<file path="config.mk">
export PLATFORM = sky130hd
export DESIGN_NAME = tsp_hex_display_flat
export DESIGN_NICKNAME = d
export VERILOG_FILES = /design/src/rtl/tsp_hex_display_if.sv /design/src/rtl/tsp_hex_display.sv /design/src/flat_wrapper.sv
export SDC_FILE = /design/constraint.sdc
export NUM_CORES = 1
export LEC_CHECK = 0
export CAP_MARGIN = 40
export CELL_PAD_IN_SITES_DETAIL_PLACEMENT = 0
export CELL_PAD_IN_SITES_GLOBAL_PLACEMENT = 1
export CORE_MARGIN = 1
export CORE_UTILIZATION = 40
export CTS_CLUSTER_SIZE = 12
export DETAILED_ROUTE_END_ITERATION = 16
export GPL_TIMING_DRIVEN = 0
export PLACE_DENSITY = 0.76
export SLEW_MARGIN = 5
export SYNTH_ARGS = -nofsm -noshare
export SYNTH_HDL_FRONTEND = slang
export SYNTH_SLANG_ARGS = --single-unit
export TNS_END_PERCENT = 100
</file>
<file path="constraint.sdc">
create_clock -name clk -period 4.5 [get_ports clk]
set_input_delay 0.675 -clock clk [delete_from_list [all_inputs] [get_ports clk]]
set_output_delay 0.675 -clock clk [all_outputs]
set_load 0.01 [all_outputs]
</file>
<file path="src/rtl/tsp_hex_display_if.sv">
// ---------------------------------------------------------------------------
// tsp_hex_display_if
//
// Purpose:
//   Valid/ready handshake between the TSP solver core (the producer) and the
//   hex display stage (the consumer). It carries one unsigned result word per
//   transfer.
//
// Signals:
//   in_valid  producer -> consumer  a value is present on in_value
//   in_ready  consumer -> producer  consumer can take a value this cycle
//   in_value  producer -> consumer  unsigned binary value, WIDTH bits
//
// Modports:
//   master  the producer side (solver core or testbench)
//   slave   the consumer side (tsp_hex_display)
// ---------------------------------------------------------------------------
interface tsp_hex_display_if #(
  parameter int WIDTH = 20
) ();

  logic             in_valid;
  logic             in_ready;
  logic [WIDTH-1:0] in_value;

  // The producer drives the data and qualifier, and watches ready.
  modport master (
    output in_valid,
    output in_value,
    input  in_ready
  );

  // The display stage watches the data and qualifier, and drives ready.
  modport slave (
    input  in_valid,
    input  in_value,
    output in_ready
  );

endinterface

</file>
<file path="src/rtl/tsp_hex_display.sv">
// ---------------------------------------------------------------------------
// tsp_hex_display
//
// Purpose:
//   Display stage of the TSP solver. It takes one binary result per handshake
//   and converts it to BCD with a sequential shift-add-3 (double-dabble)
//   engine, running one iteration per clock. It then latches the digits onto
//   the board's active-low seven-segment displays. Digits above the most
//   significant nonzero digit are blanked. A value that does not fit in
//   DIGITS decimal digits shows dashes on every digit.
//
// Parameters:
//   WIDTH   bit width of the incoming value (at most 64)
//   DIGITS  number of decimal digits shown, 1..6; HEX outputs above
//           DIGITS-1 stay blank
//
// Ports:
//   clk         system clock
//   nrst        synchronous, active-low reset
//   bus         slave side of the valid/ready handshake (in_valid,
//               in_ready, in_value)
//   busy        high while a conversion or latch is in progress
//   disp_valid  high once at least one value has been latched since reset
//   HEX0..HEX5  segment drive, bit0 = a ... bit6 = g, active-low;
//               HEX0 is the least significant digit
// ---------------------------------------------------------------------------
module tsp_hex_display #(
  parameter int WIDTH  = 20,
  parameter int DIGITS = 6
) (
  input  logic               clk,
  input  logic               nrst,
  tsp_hex_display_if.slave   bus,
  output logic               busy,
  output logic               disp_valid,
  output logic [6:0]         HEX0,
  output logic [6:0]         HEX1,
  output logic [6:0]         HEX2,
  output logic [6:0]         HEX3,
  output logic [6:0]         HEX4,
  output logic [6:0]         HEX5
);

  localparam int BW = 4 * DIGITS;
  localparam int CW = (WIDTH > 1) ? $clog2(WIDTH) : 1;

  localparam logic [6:0] SEG_BLANK = 7'h7F;
  localparam logic [6:0] SEG_DASH  = 7'h3F;

  // Largest value that still fits in DIGITS decimal digits. It is computed at
  // elaboration time in 64 bits, so the overflow compare never loses bits for
  // any legal WIDTH.
  function automatic longint unsigned pow10(input int n);
    longint unsigned p;
    p = 64'd1;
    for (int k = 0; k < n; k++) begin
      p = p * 64'd10;
    end
    return p;
  endfunction

  localparam longint unsigned MAX_VAL = pow10(DIGITS) - 64'd1;

  // Active-low segment patterns. Codes above 9 cannot come out of a
  // non-overflowing conversion, so they map to blank.
  function automatic logic [6:0] seg7(input logic [3:0] d);
    logic [6:0] s;
    case (d)
      4'd0:    s = 7'h40;
      4'd1:    s = 7'h79;
      4'd2:    s = 7'h24;
      4'd3:    s = 7'h30;
      4'd4:    s = 7'h19;
      4'd5:    s = 7'h12;
      4'd6:    s = 7'h02;
      4'd7:    s = 7'h78;
      4'd8:    s = 7'h00;
      4'd9:    s = 7'h10;
      default: s = SEG_BLANK;
    endcase
    return s;
  endfunction

  typedef enum logic [1:0] {
    IDLE    = 2'd0,
    CONVERT = 2'd1,
    LATCH   = 2'd2
  } state_t;

  state_t              state;
  logic [WIDTH-1:0]    bin_r;
  logic [BW-1:0]       bcd_r;
  logic [CW-1:0]       cnt;
  logic                ovf_r;
  logic                in_ready_r;
  logic [6:0]          hex_r [6];

  logic [63:0]         in_ext;
  logic                ovf_next;
  logic [BW-1:0]       bcd_adj;
  logic [BW+WIDTH-1:0] shift_next;
  logic [23:0]         bcd_full;
  logic [6:0]          next_hex [6];
  logic [3:0]          digit;
  logic                seen;

  // The overflow test is made on the raw input at accept time, so the BCD
  // engine never has to represent an out-of-range number. Once ovf is set,
  // whatever falls off the top of the BCD register is irrelevant.
  assign in_ext   = 64'(bus.in_value);
  assign ovf_next = (in_ext > MAX_VAL);

  // First half of a double-dabble iteration: every BCD digit of 5 or more
  // gets 3 added. The following shift then carries it correctly into the
  // next decade.
  always_comb begin
    bcd_adj = bcd_r;
    for (int i = 0; i < DIGITS; i++) begin
      if (bcd_r[4*i +: 4] >= 4'd5) begin
        bcd_adj[4*i +: 4] = bcd_r[4*i +: 4] + 4'd3;
      end
    end
  end

  // Second half: shift {BCD, binary} left by one. The binary MSB enters BCD
  // bit 0, and the top BCD bit falls off.
  assign shift_next = {bcd_adj, bin_r} << 1;

  // The BCD register is widened to the full six-digit span so the decode
  // loop below can index every display position without range trouble when
  // DIGITS is less than 6.
  assign bcd_full = 24'(bcd_r);

  // Display decode, built from the finished BCD value for the LATCH cycle.
  // Scanning from the top digit down, 'seen' goes high at the first nonzero
  // digit. Any digit before that point is a leading zero and is blanked,
  // except HEX0, which always shows a digit so that zero reads as "0".
  // Overflow replaces every active digit with a dash.
  always_comb begin
    seen  = 1'b0;
    digit = 4'd0;
    for (int i = 5; i >= 0; i--) begin
      next_hex[i] = SEG_BLANK;
      if (i < DIGITS) begin
        digit = bcd_full[4*i +: 4];
        if (digit != 4'd0) begin
          seen = 1'b1;
        end
        if (ovf_r) begin
          next_hex[i] = SEG_DASH;
        end else if (seen || (i == 0)) begin
          next_hex[i] = seg7(digit);
        end
      end
    end
  end

  // Control FSM and datapath registers.
  // in_ready is a register. It is low while reset is held and rises on the
  // first clock after release, so the accept condition never depends on
  // nrst combinationally. A value is captured only on an IDLE edge where
  // in_ready and in_valid are both high. After that, CONVERT runs exactly
  // WIDTH iterations and does not look at in_value again. LATCH copies the
  // decoded digits into the HEX registers, which then hold until the next
  // LATCH or reset.
  always_ff @(posedge clk) begin
    if (!nrst) begin
      state      <= IDLE;
      bin_r      <= '0;
      bcd_r      <= '0;
      cnt        <= '0;
      ovf_r      <= 1'b0;
      in_ready_r <= 1'b0;
      busy       <= 1'b0;
      disp_valid <= 1'b0;
      for (int i = 0; i < 6; i++) begin
        hex_r[i] <= SEG_BLANK;
      end
    end else begin
      case (state)
        IDLE: begin
          in_ready_r <= 1'b1;
          if (in_ready_r && bus.in_valid) begin
            bin_r      <= bus.in_value;
            bcd_r      <= '0;
            cnt        <= '0;
            ovf_r      <= ovf_next;
            in_ready_r <= 1'b0;
            busy       <= 1'b1;
            state      <= CONVERT;
          end
        end

        CONVERT: begin
          bcd_r <= shift_next[BW+WIDTH-1:WIDTH];
          bin_r <= shift_next[WIDTH-1:0];
          if (cnt == CW'(WIDTH - 1)) begin
            state <= LATCH;
          end else begin
            cnt <= cnt + CW'(1);
          end
        end

        LATCH: begin
          for (int i = 0; i < 6; i++) begin
            hex_r[i] <= next_hex[i];
          end
          disp_valid <= 1'b1;
          busy       <= 1'b0;
          in_ready_r <= 1'b1;
          state      <= IDLE;
        end

        default: begin
          state <= IDLE;
        end
      endcase
    end
  end

  assign bus.in_ready = in_ready_r;

  assign HEX0 = hex_r[0];
  assign HEX1 = hex_r[1];
  assign HEX2 = hex_r[2];
  assign HEX3 = hex_r[3];
  assign HEX4 = hex_r[4];
  assign HEX5 = hex_r[5];

endmodule

</file>
<file path="src/flat_wrapper.sv">
// flat-port wrapper written by rule: the top's interface ports become plain ports
module tsp_hex_display_flat 
#(
  parameter int WIDTH  = 20,
  parameter int DIGITS = 6
)
  (clk, nrst, busy, disp_valid, HEX0, HEX1, HEX2, HEX3, HEX4, HEX5, bus_in_valid, bus_in_value, bus_in_ready);
  tsp_hex_display_if #(.WIDTH(WIDTH)) bus_i ();
  input  logic clk;
  input  logic nrst;
  output logic busy;
  output logic disp_valid;
  output logic [6:0] HEX0;
  output logic [6:0] HEX1;
  output logic [6:0] HEX2;
  output logic [6:0] HEX3;
  output logic [6:0] HEX4;
  output logic [6:0] HEX5;
  input wire logic [$bits(bus_i.in_valid)-1:0] bus_in_valid;
  input wire logic [$bits(bus_i.in_value)-1:0] bus_in_value;
  output wire logic [$bits(bus_i.in_ready)-1:0] bus_in_ready;
  assign bus_i.in_valid = bus_in_valid;
  assign bus_i.in_value = bus_in_value;
  assign bus_in_ready = bus_i.in_ready;
  tsp_hex_display #(.WIDTH(WIDTH), .DIGITS(DIGITS)) u_core (.clk(clk), .nrst(nrst), .bus(bus_i), .busy(busy), .disp_valid(disp_valid), .HEX0(HEX0), .HEX1(HEX1), .HEX2(HEX2), .HEX3(HEX3), .HEX4(HEX4), .HEX5(HEX5));
endmodule
</file>
# Word-level counts from Yosys, hierarchy flattened
# Memories as Yosys holds them, arrays and structs flattened. A register that Yosys moved wholly into a read port is not among the register bits.
# Index checks and enable logic that the tools add are counted.
[word_totals]
regBits = 55
ramBits = 42
romBits = 672
inputBits = 23
output_inout_bits = 45
n_memories = 7
[classes]
n_addsub = 7
order_cmp = 7
n_eq_ne = 6
muxes = 58
bitwise_logic = 6
n_reduce_logical = 14
[memory_table]
columns = ["memory", "depth", "width", "read_ports", "rd_clocked_by_memory_dff", "wr", "line", "source"]
rows = [
  ["(name not given)", 16, 7, 1, 1, 0, "tsp_hex_display.sv:68", "case (d)"],
  ["(name not given)", 16, 7, 1, 1, 0, "tsp_hex_display.sv:68", ""],
  ["(name not given)", 16, 7, 1, 1, 0, "tsp_hex_display.sv:68", ""],
  ["(name not given)", 16, 7, 1, 1, 0, "tsp_hex_display.sv:68", ""],
  ["(name not given)", 16, 7, 1, 1, 0, "tsp_hex_display.sv:68", ""],
  ["(name not given)", 16, 7, 1, 1, 0, "tsp_hex_display.sv:68", ""],
  ["1 more memories", "-", "-", "-", "-", "-", "-", ""],
]
[op_table]
columns = ["operator", "count"]
rows = [
  ["two-way mux 7 bit", 17],
  ["two-way mux 4 bit", 17],
  ["case mux 24 bit (2 select lines)", 1],
  ["case mux 20 bit (2 select lines)", 1],
  ["greater-or-equal comparator 4 x 3 -> 1 bit (second input constant)", 6],
  ["two-way mux 24 bit", 1],
  ["adder 4 x 2 -> 4 bit (second input constant)", 5],
  ["> comparator 20 bit (second input constant)", 1],
  ["two-way mux 20 bit", 1],
  ["nonzero test 4 bit", 5],
  ["two-way mux 1 bit", 11],
  ["two-way mux 5 bit", 2],
  ["case mux 5 bit (2 select lines)", 1],
  ["AND reduction 2 bit", 4],
  ["OR 1 bit", 6],
  ["adder 5 x 1 -> 5 bit (second input constant)", 1],
  ["== test 5 bit (second input constant)", 1],
  ["two-way mux 2 bit", 2],
  ["inequality test 2 x 1 -> 1 bit (second input constant)", 2],
  ["case mux 1 bit (2 select lines)", 2],
  ["case mux 2 bit (2 select lines)", 1],
  ["nonzero test 2 bit", 2],
  ["adder 3 x 2 -> 3 bit (second input constant)", 1],
  ["two-way mux 3 bit", 1],
  ["other kinds (6)", 6],
]

# Longest topological paths before layout
# Gate-level depths: netlist of run 1.
[depth]
ltp_word = 9
ltp_mapped = 12
mapped_depth_nobuf = 12

# Least setup slack after synthesis of run 1
# OpenSTA, ideal clock, no wires.
[synth_timing]
path_kind = "reg-to-reg"
from = "reg u_core.state[0]"
to = "mem u_core.hex_r[0][0] (enable)"
setup_time_ns = 0.502
t_arrival_ns = 3.628
required_time_ns = 3.998
slack_ns = 0.370
path_stages_with_launch = 4
path_buffers = 2
synth_period_minus_slack_ns = 4.130
cell_sequence = "dfxtp_1 > buf_6 > buf_6 > o21ai_0"
[synth_lines]
columns = ["element", "line", "source"]
rows = [
  ["start: declaration", "tsp_hex_display.sv:90", "state_t state;"],
  ["start signal: assignment", "tsp_hex_display.sv:168", "state <= IDLE;"],
  ["start signal: assignment", "tsp_hex_display.sv:190", "state <= CONVERT;"],
  ["start signal: assignment", "tsp_hex_display.sv:198", "state <= LATCH;"],
  ["end: declaration", "tsp_hex_display.sv:96", "logic [6:0] hex_r [6];"],
]

==> results of run 1 <==
## cell usage after synthesis (2+ instances only)
library cell                 n  area, um^2
sky130_fd_sc_hd__dfxtp_1    97        1942
sky130_fd_sc_hd__nand2_1    77       289.0
sky130_fd_sc_hd__nor2_1     69       259.0
sky130_fd_sc_hd__ha_1       47       588.1
sky130_fd_sc_hd__edfxtp_1   42        1261
sky130_fd_sc_hd__inv_1      40       150.1
sky130_fd_sc_hd__o21ai_0    26       130.1
sky130_fd_sc_hd__or3_1      24       150.1
sky130_fd_sc_hd__a311oi_1   23       201.4
sky130_fd_sc_hd__a21oi_1    20       100.1
sky130_fd_sc_hd__clkbuf_1   18       67.56
sky130_fd_sc_hd__nor3_1     16       80.08
sky130_fd_sc_hd__nand2b_1   14       87.58
sky130_fd_sc_hd__nor4_1     13       81.33
sky130_fd_sc_hd__and2_1     12       75.07
sky130_fd_sc_hd__nand3_1    12       60.06
sky130_fd_sc_hd__o22ai_1    11       68.82
sky130_fd_sc_hd__xnor2_1    10       87.58
sky130_fd_sc_hd__a22oi_1     9       67.56
sky130_fd_sc_hd__a211oi_1    7       52.55
sky130_fd_sc_hd__a21o_1      6       45.04
sky130_fd_sc_hd__a22o_1      6       52.55
sky130_fd_sc_hd__buf_2       6       30.03
sky130_fd_sc_hd__buf_6       6       67.56
sky130_fd_sc_hd__mux2i_1     6       60.06
sky130_fd_sc_hd__o2bb2ai_1   6       52.55
sky130_fd_sc_hd__or2_2       6       37.54
sky130_fd_sc_hd__a31oi_1     5       31.28
sky130_fd_sc_hd__and3_1      5       31.28
sky130_fd_sc_hd__o221ai_1    5       43.79
sky130_fd_sc_hd__xor2_1      5       43.79
sky130_fd_sc_hd__a21oi_2     4       35.03
sky130_fd_sc_hd__buf_1       4       15.01
sky130_fd_sc_hd__o32ai_1     4       35.03
sky130_fd_sc_hd__or2b_1      4       30.03
sky130_fd_sc_hd__a22oi_2     3       37.54
sky130_fd_sc_hd__nand4_1     3       18.77
sky130_fd_sc_hd__and4_1      2       17.52
sky130_fd_sc_hd__buf_4       2       15.01
sky130_fd_sc_hd__nand2_2     2       12.51
## metal layers
layer | vias to the layer above | GRT usage (%) | part of all wire, %
met2 | 179 | 32.40 | 48
met3 | 27 | 3.831 | 4.9
met5 | - | 0 | 0
met1 | 2599 | 23.83 | 45
li1 | 2721 | - | -
met4 | 0 | 10.79 | 2.2
## critical path: cells and delay by family
family / cells / cell delay (ns)
buffers and inverters: 3 / 0.99
and+or+nand+nor: 2 / 0.99
AOI/OAI and AO/OA: 3 / 0.47
adders and majority gates: 1 / 0.21
## cells by family (layout without fill, tap and decap cells)
logic type | after synthesis | after routing
adders and majority gates | 47 | 47
and+or+nand+nor | 272 | 272
DFF | 139 | 139
muxes | 7 | 7
buffers and inverters | 78 | 179
AOI/OAI and AO/OA | 152 | 152
xor gates and xnor gates | 15 | 15
## power by group through the flow
stage	combinational (W)	clock, W	sequential, W
after floorplan	0.000110	0	0.00136
after global placement	0.000196	0	0.00136
after detailed placement	0.000204	0	0.00136
after CTS	0.000205	0.00136	0.00133
after global routing	0.000222	0.00141	0.00134
final	0.000204	0.00134	0.00133
## stage by stage
step           hold WS (ns)  setup WS [ns]  cells  TNS (ns)  area [um^2]
6_report             0.4640          1.431   1031         0         8403
5_1_grt              0.4794          1.275   1031         0         8403
4_1_cts              0.4650          1.486   1031         0         8403
3_5_place_dp         0.4488          1.045    999         0         7840
3_3_place_gp         0.4456         -1.077    997    -46.01         7804
2_1_floorplan        0.4536         0.3699    710         0         6858
## worst max-delay path by stage
stage	startpoint	end	slack (ns)	cells past startpoint
floorplan	u_core.state[0]$_SDFFE_PN0P_	u_core.hex_r[0][0]$_SDFFCE_PP1P_	0.37	3
global placement	u_core.state[0]$_SDFFE_PN0P_	u_core.hex_r[0][21]$_SDFFCE_PP1P_	-1.08	3
detailed placement	bus_in_valid	register	1.05	9
CTS	bus_in_valid	register	1.49	9
global route	bus_in_valid	register	1.28	9
finish	bus_in_valid	register	1.43	9
## final cells by class
class                      instances  share of cell area (%)
multi-input combinational        493                   39.41
sequential                       139                   38.12
inverter                          41                   1.831
clock buffer                      17                   5.063
buffer                            37                   2.382
clock inverter                    15                   1.638
timing repair buffer              69                   8.279
tap                              220                   3.276
==> key figures, run 1 <==
Timing
  – Post-route clock period utilization: 68.21%
  – Min Tclk post-route: between 3 and 4 ns
  – Maximum clock frequency: 325.8 MHz
  – Final setup violating endpoints: 0
  – Transition time at the pin with the least slew margin: 0.8203 ns
  – Setup Skew: 0.01166 ns
  – Number of max-slew violations in the final report: 0
  – Setup repair after global routing missed its margin: no
  – Headroom to the max-slew limit: a little under half
  – Final number of hold-violating endpoints: 0

Synth
  – Number of distinct library cell variants in the gate-level netlist after synthesis: 73
  – Total nets after synthesis: ~800
  – Synth Area in Simple Gates: approximately a fifth
  – Area fraction in compound gates after synthesis: between 10% and 20%
  – Adder and majority gate portion of the synthesized area: 8.575%
  – Number of flops mapped to enable cells by yosys: 42
  – Total of flip-flops plus latches after synthesis: 139
  – Synthesized-area fraction occupied by xor and xnor cells: roughly 1.9%
  – Async S/R FF share, synth: 0%
  – Count of yosys warnings during synthesis: 0
  – Sequential area share after synthesis: 46.71%
  – Synth Cell Area: around 7000 um^2
  – Mux share of post-synthesis cell area: a little over 1%
  – Syn Area/Cell: ~9.7 um^2
  – Instance count of the mapped netlist: between 700 and 800
  – Dominant combinational cell family by area after synthesis: simple AND/OR/NAND/NOR gates
  – Dominant register cell in the synthesized netlist: sky130_fd_sc_hd__dfxtp_1

Floorplanning
  – Die area: about 18,000 um^2
  – Cell row count: between 40 and 50
  – Die X-Extent: between 100 and 150 um
  – Die H: roughly 130 um
  – Core Footprint: 16,640 um^2
  – I/O pin cnt: 68
  – Initial cell density of the core: around two fifths

Job
  – Max-Cap Viols: 0

Setup path
  – Worst setup slack for register-to-register paths: 1.77 ns
  – Slowest cell on crit path: sky130_fd_sc_hd__nor2_1
  – Critical Path Max Stage Delay: slightly below 0.6 ns
  – Critical Path Fanout Max: 10
  – Endpoint required time on the critical path: ~4.8 ns
  – R2r worst-path depth: 8
  – Crit. End Element: register
  – CP Data Arrival Time: ~3.3 ns
  – Setup Crit Path Kind: in -> reg
  – Worst r2r src: u_core.bus.in_ready$_SDFFE_PN0P_
  – Critical path, cell by cell: clkdlybuf4s50_1 > a21oi_1 > nor2_1 > buf_2 > o22a_1 > inv_1 > ha_1 > nor4_1 > a31oi_1
  – Startpoint kind of the worst setup timing path: input port

Clocking
  – Clock Tree Root: sky130_fd_sc_hd__clkbuf_16
  – Clock sink count: 139
  – TritonCTS buffer count: 17
  – Clock latency of the later-clocked register in the worst-skew pair: 0.43 ns
  – Clock slew at reported path FFs: roughly 0.060 ns
  – Clk buf depth: 2
  – Number of hold buffers added after CTS: 0
  – Number of buffers added for setup after CTS: 0
  – TritonCTS clock tree: yes
  – H-Tree Level Count: 4
  – Post-cts sizing count: 0

Global route
  – Antenna violations before repair: 0
  – Overflow left after global routing: 0
  – Total global-route track usage: around a fifth
  – First-pass GRT wire length: 26.59 mm
  – Maximum number of pins on one net before global-route repair: 30
  – Vias in the first global route: ~5,400

Routing
  – Residual DRC: 0
  – Average wire length per cell after detail routing: approximately 16 um
  – Post-Route WL: around 17 mm
  – Vias per cell: around 5.4
  – Vias post-DR: between 5,000 and 6,000
  – Length of the first detailed-routing pass in iterations: 5
  – Number of nets with antenna violations after routing: 0
  – Iteration-0 DRC count of the detailed router: between 200 and 300

Final layout
  – Inserted Diodes: 0
  – Area taken by flip-flops and latches: about 3200 um^2
  – Area growth, synth to finish: 22.53%
  – Most frequent cells in the layout: sky130_fd_sc_hd__dfxtp_1, sky130_fd_sc_hd__nand2_1, sky130_fd_sc_hd__nor2_1, sky130_fd_sc_hd__clkdlybuf4s50_1, sky130_fd_sc_hd__ha_1
  – Final core occ: between 50% and 60%
  – Most common library cell in the layout ignoring fill and taps: sky130_fd_sc_hd__dfxtp_1
  – Area occupied by multi-input gates: about 3300 um^2
  – Fraction of layout instances using a drive strength above 1: 9.618%
  – Nets@finish: just under 900
  – Number of filler cells placed in the layout: 1,498

Worst hold path
  – Worst Hold Endpoint: u_core.disp_valid$_SDFFE_PN0P_
  – Start point of the worst min-delay path: u_core.disp_valid$_SDFFE_PN0P_
  – Classification of the worst-slack hold path: reg -> reg
  – Hold Path Cell Cnt: 1

Status
  – Run status: finished clean

Pwr
  – Power Density: about 340 nW/um^2
  – Portion of total power attributed to the clock network: between 40% and 50%
  – Switching part of the total power: 24.84%
  – Internal cell power: about 0.0022 W
  – Share of power burned in registers: between 40% and 50%
  – P_leak: 3.166 nW
  – Power share of the combinational group: under 10%
  – Net switching power figure: about 0.0007 W
  – Power consumption: 0.002875 W
  – Peak supply drop: between 200 and 300 uV

Placement
  – Port buffer count: 67
  – Gp weighted congestion: a little under 0.9
  – Detail Placement HPWL: between 10 and 15 mm
Note: power is estimated with default switching activity, not from simulation.
==> inputs of run 2 (changes only) <==
--- a/config.mk
+++ b/config.mk
@@ -13,7 +13,7 @@
 export CTS_CLUSTER_SIZE = 12
 export DETAILED_ROUTE_END_ITERATION = 16
 export GPL_TIMING_DRIVEN = 0
-export PLACE_DENSITY = 0.76
+export PLACE_DENSITY = 0.79
 export SLEW_MARGIN = 5
 export SYNTH_ARGS = -nofsm -noshare
 export SYNTH_HDL_FRONTEND = slang
==> constraint.sdc (replaced) <==
create_clock -name clk -period 2.6 [get_ports clk]
set_input_delay 0.39 -clock clk [delete_from_list [all_inputs] [get_ports clk]]
set_output_delay 0.39 -clock clk [all_outputs]
set_load 0.01 [all_outputs]
==> run 2 against run 1 <==
Against the previous run:
- combinational power rose by 77%
- die area did not move
- clock-buffer cell count is 2 higher
- clock skew decreased by 0.0058 ns
- clock power rose by 86%
- flip-flop and latch count did not move
- core utilization increased by 1.1 points
- non-clock buffer count is 7 higher
- highest routed layer unchanged
==> key figures, run 2 (synthesis gave the netlist of run 1 again) <==
Routing
  – Vias post-DR: about 5,600
  – Met1 Wirelength: between 7 and 8 mm
  – Post-Route WL: roughly 17 mm
  – Vias per cell: around 5.4
  – Detailed route wirelength on metal3: about 980 um
  – Topmost layer with routed signal wires: met4
  – Average wire length per cell after detail routing: roughly 16 um
  – Sum of met2 wire segment lengths after detailed routing: approximately 8.3 mm
  – Iteration-0 DRC count of the detailed router: between 300 and 400
  – Length of the first detailed-routing pass in iterations: 5
  – Residual DRC: 0
  – Number of nets with antenna violations after routing: 0

Setup path
  – Critical Path Fanout Max: 5
  – Startpoint kind of the worst setup timing path: register
  – CP Data Arrival Time: roughly 2.8 ns
  – Setup Crit Path Kind: reg -> reg
  – Crit. End Element: register
  – Endpoint required time on the critical path: just under 3 ns

Timing
  – Transition time at the pin with the least slew margin: between 0.7 and 0.8 ns
  – Number of max-slew violations in the final report: 0
  – Worst hold-check slack: between 0.4 and 0.5 ns
  – Final setup violating endpoints: 0
  – Maximum clock frequency: around 400 MHz
  – Setup repair after global routing missed its margin: yes
  – Setup Skew: 0.005836 ns
  – Slack of the critical path: ~0.14 ns
  – Headroom to the max-slew limit: a little under half
  – Final number of hold-violating endpoints: 0
  – Min Tclk post-route: roughly 2.5 ns
  – Post-route clock period utilization: 94.80%

Pwr
  – P_leak: roughly 3.2 nW
  – Power share of the combinational group: under 10%
  – Portion of total power attributed to the clock network: 48.3%
  – Power consumption: a little over 0.005 W
  – Internal cell power: 0.003929 W
  – Power Density: roughly 600 nW/um^2
  – Net switching power figure: ~0.0012 W
  – Switching part of the total power: about a quarter
  – Share of power burned in registers: between 40% and 50%
  – Peak supply drop: approximately 440 uV

Floorplanning
  – Cell row count: 47
  – Die H: around 130 um
  – I/O pin cnt: 68
  – Die X-Extent: 132.9 um
  – Initial cell density of the core: between 40% and 50%
  – Core Footprint: between 15,000 and 20,000 um^2
  – Die area: roughly 18,000 um^2

Clocking
  – TritonCTS clock tree: yes
  – Number of hold buffers added after CTS: 0
  – Clock Tree Root: sky130_fd_sc_hd__clkbuf_16
  – Clock sink count: between 100 and 150
  – H-Tree Level Count: 4
  – Clk buf depth: 2
  – Clock latency of the later-clocked register in the worst-skew pair: 0.42 ns
  – Clock slew at reported path FFs: ~0.060 ns
  – TritonCTS buffer count: 17

Job
  – Max-Cap Viols: 0

Placement
  – Port buffer count: 67
  – Gp weighted congestion: 0.8926
  – Area after DPL: 7840 um^2
  – Detail Placement HPWL: 11.89 mm
  – Setup slack after placement: -0.4894 ns

Final layout
  – Most common library cell in the layout ignoring fill and taps: sky130_fd_sc_hd__dfxtp_1
  – Area of all placed cells without fillers: between 8000 and 9000 um^2
  – Nets@finish: 875
  – Area growth, synth to finish: 25.20%
  – Most frequent cells in the layout: sky130_fd_sc_hd__dfxtp_1, sky130_fd_sc_hd__nand2_1, sky130_fd_sc_hd__nor2_1, sky130_fd_sc_hd__clkdlybuf4s50_1, sky130_fd_sc_hd__ha_1
  – Fraction of layout instances using a drive strength above 1: 12.22%
  – Number of filler cells placed in the layout: ~1,400
  – Inserted Diodes: 0

Global route
  – Maximum number of pins on one net before global-route repair: 31
  – Overflow left after global routing: 0
  – Antenna violations before repair: 0
  – Total global-route track usage: about a fifth
  – Vias in the first global route: between 5,000 and 6,000
  – First-pass GRT wire length: ~27 mm

Worst hold path
  – Classification of the worst-slack hold path: reg -> reg

Status
  – Run status: finished clean
[run 2: cell types whose count changed in the layout (fill, tap and decap cells not counted), sizes merged]
| cell | before | now |
|---|---|---|
| clkinvlp | 2 | 3 |
| clkbuf | 36 | 38 |
| inv | 49 | 48 |
| bufinv | 1 | 2 |
| clkinv | 4 | 1 |
| buf | 20 | 27 |
[run 2: routing by layer]
metal,GRT usage [%],up-vias
li1,-,2734
met1,23.83,2678
met2,33.01,181
met3,4.636,39
met4,9.259,0
met5,0,-
[run 2: power groups by stage]
stage	Clock (W)	Combinational, W	Sequential [W]
finish	0.00249	0.000361	0.00231
global route	0.00263	0.000388	0.00231
CTS	0.00253	0.000355	0.00231
detailed placement	0	0.000350	0.00235
global placement	0	0.000339	0.00235
floorplan	0	0.000191	0.00236
[run 2: cell type report]
class | count | area [um^2] | share of cell area [%]
multi-input combinational | 493 | 3388 | 39.46
sequential | 139 | 3204 | 37.32
timing repair buffer | 76 | 748.2 | 8.715
clock buffer | 19 | 464.2 | 5.407
tap | 220 | 275.3 | 3.206
buffer | 37 | 200.2 | 2.332
inverter | 41 | 153.9 | 1.792
clock inverter | 13 | 151.4 | 1.763
[run 2: path summary, 6_finish.rpt]
check | startpoint | end | slack (ns) | depth (start not counted)
worst min register to register | u_core.disp_valid$_SDFFE_PN0P_ | u_core.disp_valid$_SDFFE_PN0P_ | 0.45 | 1
worst max register to register | u_core.bcd_full[9]$_SDFFE_PN0N_ | register | 0.14 | 12
worst max-delay path | u_core.bcd_full[9]$_SDFFE_PN0N_ | register | 0.14 | 12
worst min-delay path | u_core.disp_valid$_SDFFE_PN0P_ | u_core.disp_valid$_SDFFE_PN0P_ | 0.45 | 1
[run 2: stage by stage]
stage | instances | setup TNS [ns] | utilization, %
6_report | 1038 | 0 | 51.59
5_1_grt | 1038 | -0.1158 | 51.59
4_1_cts | 1031 | 0 | 50.94
3_5_place_dp | 999 | -20.82 | 47.11
3_3_place_gp | 997 | -32.97 | 46.91
2_1_floorplan | 710 | 0 | -
[run 2: worst max-delay path: stages, from the launching register on]
cell and delay [ns]:
sky130_fd_sc_hd__dfxtp_1 0.37, sky130_fd_sc_hd__inv_2 0.08, sky130_fd_sc_hd__ha_1 0.18, sky130_fd_sc_hd__nand2b_1 0.18, sky130_fd_sc_hd__a21o_1 0.23, sky130_fd_sc_hd__xnor2_1 0.14, sky130_fd_sc_hd__o22ai_2 0.26, sky130_fd_sc_hd__and2_4 0.22
sky130_fd_sc_hd__inv_1 0.07, sky130_fd_sc_hd__ha_1 0.23, sky130_fd_sc_hd__nor2_1 0.12, sky130_fd_sc_hd__a211oi_1 0.06, sky130_fd_sc_hd__a311oi_1 0.23
[run 2: timing repair]
action,CTS,global route
hold endpoints to repair,0,0
setup buffers,0,7
setup endpoints to repair,16,49
resized for setup,4,15
pin swaps,0,5
==> inputs of run 3 (changes only) <==
--- a/config.mk
+++ b/config.mk
@@ -8,12 +8,14 @@
 export CAP_MARGIN = 40
 export CELL_PAD_IN_SITES_DETAIL_PLACEMENT = 0
 export CELL_PAD_IN_SITES_GLOBAL_PLACEMENT = 1
+export CORE_ASPECT_RATIO = 1.75
 export CORE_MARGIN = 1
 export CORE_UTILIZATION = 40
 export CTS_CLUSTER_SIZE = 12
 export DETAILED_ROUTE_END_ITERATION = 16
 export GPL_TIMING_DRIVEN = 0
 export PLACE_DENSITY = 0.79
+export SKIP_CTS_REPAIR_TIMING = 1
 export SLEW_MARGIN = 5
 export SYNTH_ARGS = -nofsm -noshare
 export SYNTH_HDL_FRONTEND = slang
==> run 3 against run 2 <==
Against the previous run:
- non-clock buffer count increased by 2
- cell count grew 0.87%
- clock-buffer cell count rose by 3
- design area grew 0.71%
- fmax decreased by 1.1%
- largest cell class unchanged
- clock skew rose by 0.0042 ns
- sequential power about the same
- global-route usage grew 0.87 points
- flip-flop and latch count unchanged
==> key figures, run 3 (synthesis gave the netlist of run 1 again) <==
Setup path
  – Critical Path Fanout Max: 4
  – Worst r2r src: u_core.bcd_full[9]$_SDFFE_PN0N_
  – Endpoint required time on the critical path: about 2.9 ns
  – R2r worst-path depth: 10
  – Setup Crit Path Kind: reg -> reg
  – CP Data Arrival Time: roughly 2.8 ns
  – Startpoint kind of the worst setup timing path: register
  – First element of the critical path: u_core.bcd_full[9]$_SDFFE_PN0N_
  – Crit. End Element: register
  – Worst setup slack for register-to-register paths: roughly 0.11 ns

Global route
  – Vias in the first global route: approximately 5,700
  – First-pass GRT wire length: 27.81 mm
  – Overflow left after global routing: 0
  – Total global-route track usage: roughly 21%
  – Antenna violations before repair: 0
  – Maximum number of pins on one net before global-route repair: 19

Final layout
  – Most common library cell in the layout ignoring fill and taps: sky130_fd_sc_hd__dfxtp_1
  – Inserted Diodes: 0
  – Fraction of layout instances using a drive strength above 1: a little under an eighth
  – Area taken by flip-flops and latches: 3203 um^2
  – Most frequent cells in the layout: sky130_fd_sc_hd__dfxtp_1, sky130_fd_sc_hd__nand2_1, sky130_fd_sc_hd__nor2_1, sky130_fd_sc_hd__clkdlybuf4s50_1, sky130_fd_sc_hd__ha_1
  – Area of all placed cells without fillers: slightly below 9000 um^2
  – Area growth, synth to finish: 26.09%
  – Area occupied by multi-input gates: roughly 3400 um^2
  – Nets@finish: 877
  – Number of filler cells placed in the layout: 1,599

Clocking
  – TritonCTS buffer count: 17
  – Clock latency of the later-clocked register in the worst-skew pair: between 0.4 and 0.5 ns
  – TritonCTS clock tree: yes
  – H-Tree Level Count: 4
  – Clk buf depth: 2
  – Clock slew at reported path FFs: ~0.060 ns
  – Clock sink count: approximately 140
  – Clock Tree Root: sky130_fd_sc_hd__clkbuf_16

Pwr
  – Power Density: 596.3 nW/um^2
  – P_leak: around 3.3 nW
  – Peak supply drop: 400.0 uV

Routing
  – Post-Route WL: roughly 17 mm
  – Detailed route wirelength on metal3: 835 um
  – Number of nets with antenna violations after routing: 0
  – Vias per cell: 5.415
  – Average wire length per cell after detail routing: between 15 and 20 um
  – Sum of met2 wire segment lengths after detailed routing: 9.346 mm
  – Iteration-0 DRC count of the detailed router: between 300 and 400
  – Met1 Wirelength: approximately 6.5 mm
  – Length of the first detailed-routing pass in iterations: 7
  – Topmost layer with routed signal wires: met4
  – Vias post-DR: ~5,700
  – Residual DRC: 0

Floorplanning
  – Core Footprint: around 17,000 um^2
  – Cell row count: 63
  – Die area: 17,690 um^2
  – I/O pin cnt: a little under 70
  – Die H: approximately 180 um
  – Initial cell density of the core: 40.65%
  – Die X-Extent: around 100 um

Timing
  – Slack of the critical path: roughly 0.11 ns
  – Headroom to the max-slew limit: roughly half
  – Setup Skew: about 0.01 ns
  – Transition time at the pin with the least slew margin: ~0.77 ns
  – Post-route clock period utilization: a little over nine tenths
  – Maximum clock frequency: around 400 MHz
  – Min Tclk post-route: 2.492 ns
  – Sum Neg Setup Slack: 0 ns
  – Number of max-slew violations in the final report: 0
  – Final number of hold-violating endpoints: 0
  – Final setup violating endpoints: 0

Worst hold path
  – Classification of the worst-slack hold path: reg -> reg

Placement
  – Area after DPL: ~7900 um^2
  – Port buffer count: 67
  – Setup slack after placement: -0.5320 ns
  – Gp weighted congestion: 0.9028
  – Detail Placement HPWL: approximately 13 mm

Job
  – Max-Cap Viols: 0

Status
  – Run status: finished clean
[run 3: cell count changes in the layout (fill, tap and decap cells not counted), sizes merged]
cell / before / now
clkbuf: 38 / 42
inv: 48 / 44
clkinv: 1 / 4
clkinvlp: 3 / 1
clkdlybuf4s15: 0 / 1
[run 3: final cells by class]
| cell class | count | area share [%] |
|---|---|---|
| Timing Repair Buffer | 78 | 9.217 |
| Inverter | 41 | 1.780 |
| Buffer | 37 | 2.359 |
| Tap cell | 227 | 3.285 |
| Clock inverter | 10 | 1.259 |
| Sequential cell | 139 | 37.04 |
| Clock buffer | 22 | 5.744 |
| Multi-Input combinational cell | 493 | 39.31 |
[run 3: worst max-delay path, stage by stage, from the launching register on]
cell and delay [ns]:
sky130_fd_sc_hd__dfxtp_1 0.37, sky130_fd_sc_hd__inv_1 0.12, sky130_fd_sc_hd__ha_1 0.20, sky130_fd_sc_hd__nand2b_1 0.17, sky130_fd_sc_hd__a21o_1 0.23, sky130_fd_sc_hd__xnor2_1 0.21
sky130_fd_sc_hd__o22ai_2 0.15, sky130_fd_sc_hd__and2_4 0.19, sky130_fd_sc_hd__ha_1 0.19, sky130_fd_sc_hd__nor4_1 0.43, sky130_fd_sc_hd__a211oi_1 0.10
[run 3: through the flow]
step | util (%) | hold WS, ns | std cells | total power, W
after detailed placement | 46.77 | 0.4452 | 1007 | 0.002712
final | 51.26 | 0.4579 | 1047 | 0.005156
after floorplan | - | 0.4536 | 710 | 0.002546
after global routing | 51.26 | 0.4746 | 1047 | 0.005322
after global placement | 46.34 | 0.4433 | 1004 | 0.002696
after CTS | 50.36 | 0.4587 | 1039 | 0.005195
[run 3: power breakdown]
part           total, W  switching [W]  internal [W]
clock network   0.00248       0.000934       0.00155
logic          0.000365       0.000228      0.000137
registers       0.00231      0.0000267       0.00228
[run 3: how the worst min path moves through the flow]
stage	start	to	slack, ns	cells after the start
after global routing	u_core.disp_valid$_SDFFE_PN0P_	u_core.disp_valid$_SDFFE_PN0P_	0.47	1
after CTS	u_core.disp_valid$_SDFFE_PN0P_	u_core.disp_valid$_SDFFE_PN0P_	0.46	1
after detailed placement	u_core.disp_valid$_SDFFE_PN0P_	u_core.disp_valid$_SDFFE_PN0P_	0.45	1
final	u_core.disp_valid$_SDFFE_PN0P_	u_core.disp_valid$_SDFFE_PN0P_	0.46	1
after global placement	u_core.disp_valid$_SDFFE_PN0P_	u_core.disp_valid$_SDFFE_PN0P_	0.44	1
after floorplan	u_core.bin_r[0]$_SDFFE_PN0N_	u_core.bin_r[0]$_SDFFE_PN0N_	0.45	2
[run 3: metal layers]
| metal | vias to the layer above | GRT usage, % |
|---|---|---|
| met5 | - | 0 |
| met4 | 0 | 11.35 |
| met3 | 47 | 4.600 |
| met2 | 187 | 38.01 |
| met1 | 2699 | 20.84 |
| li1 | 2736 | - |
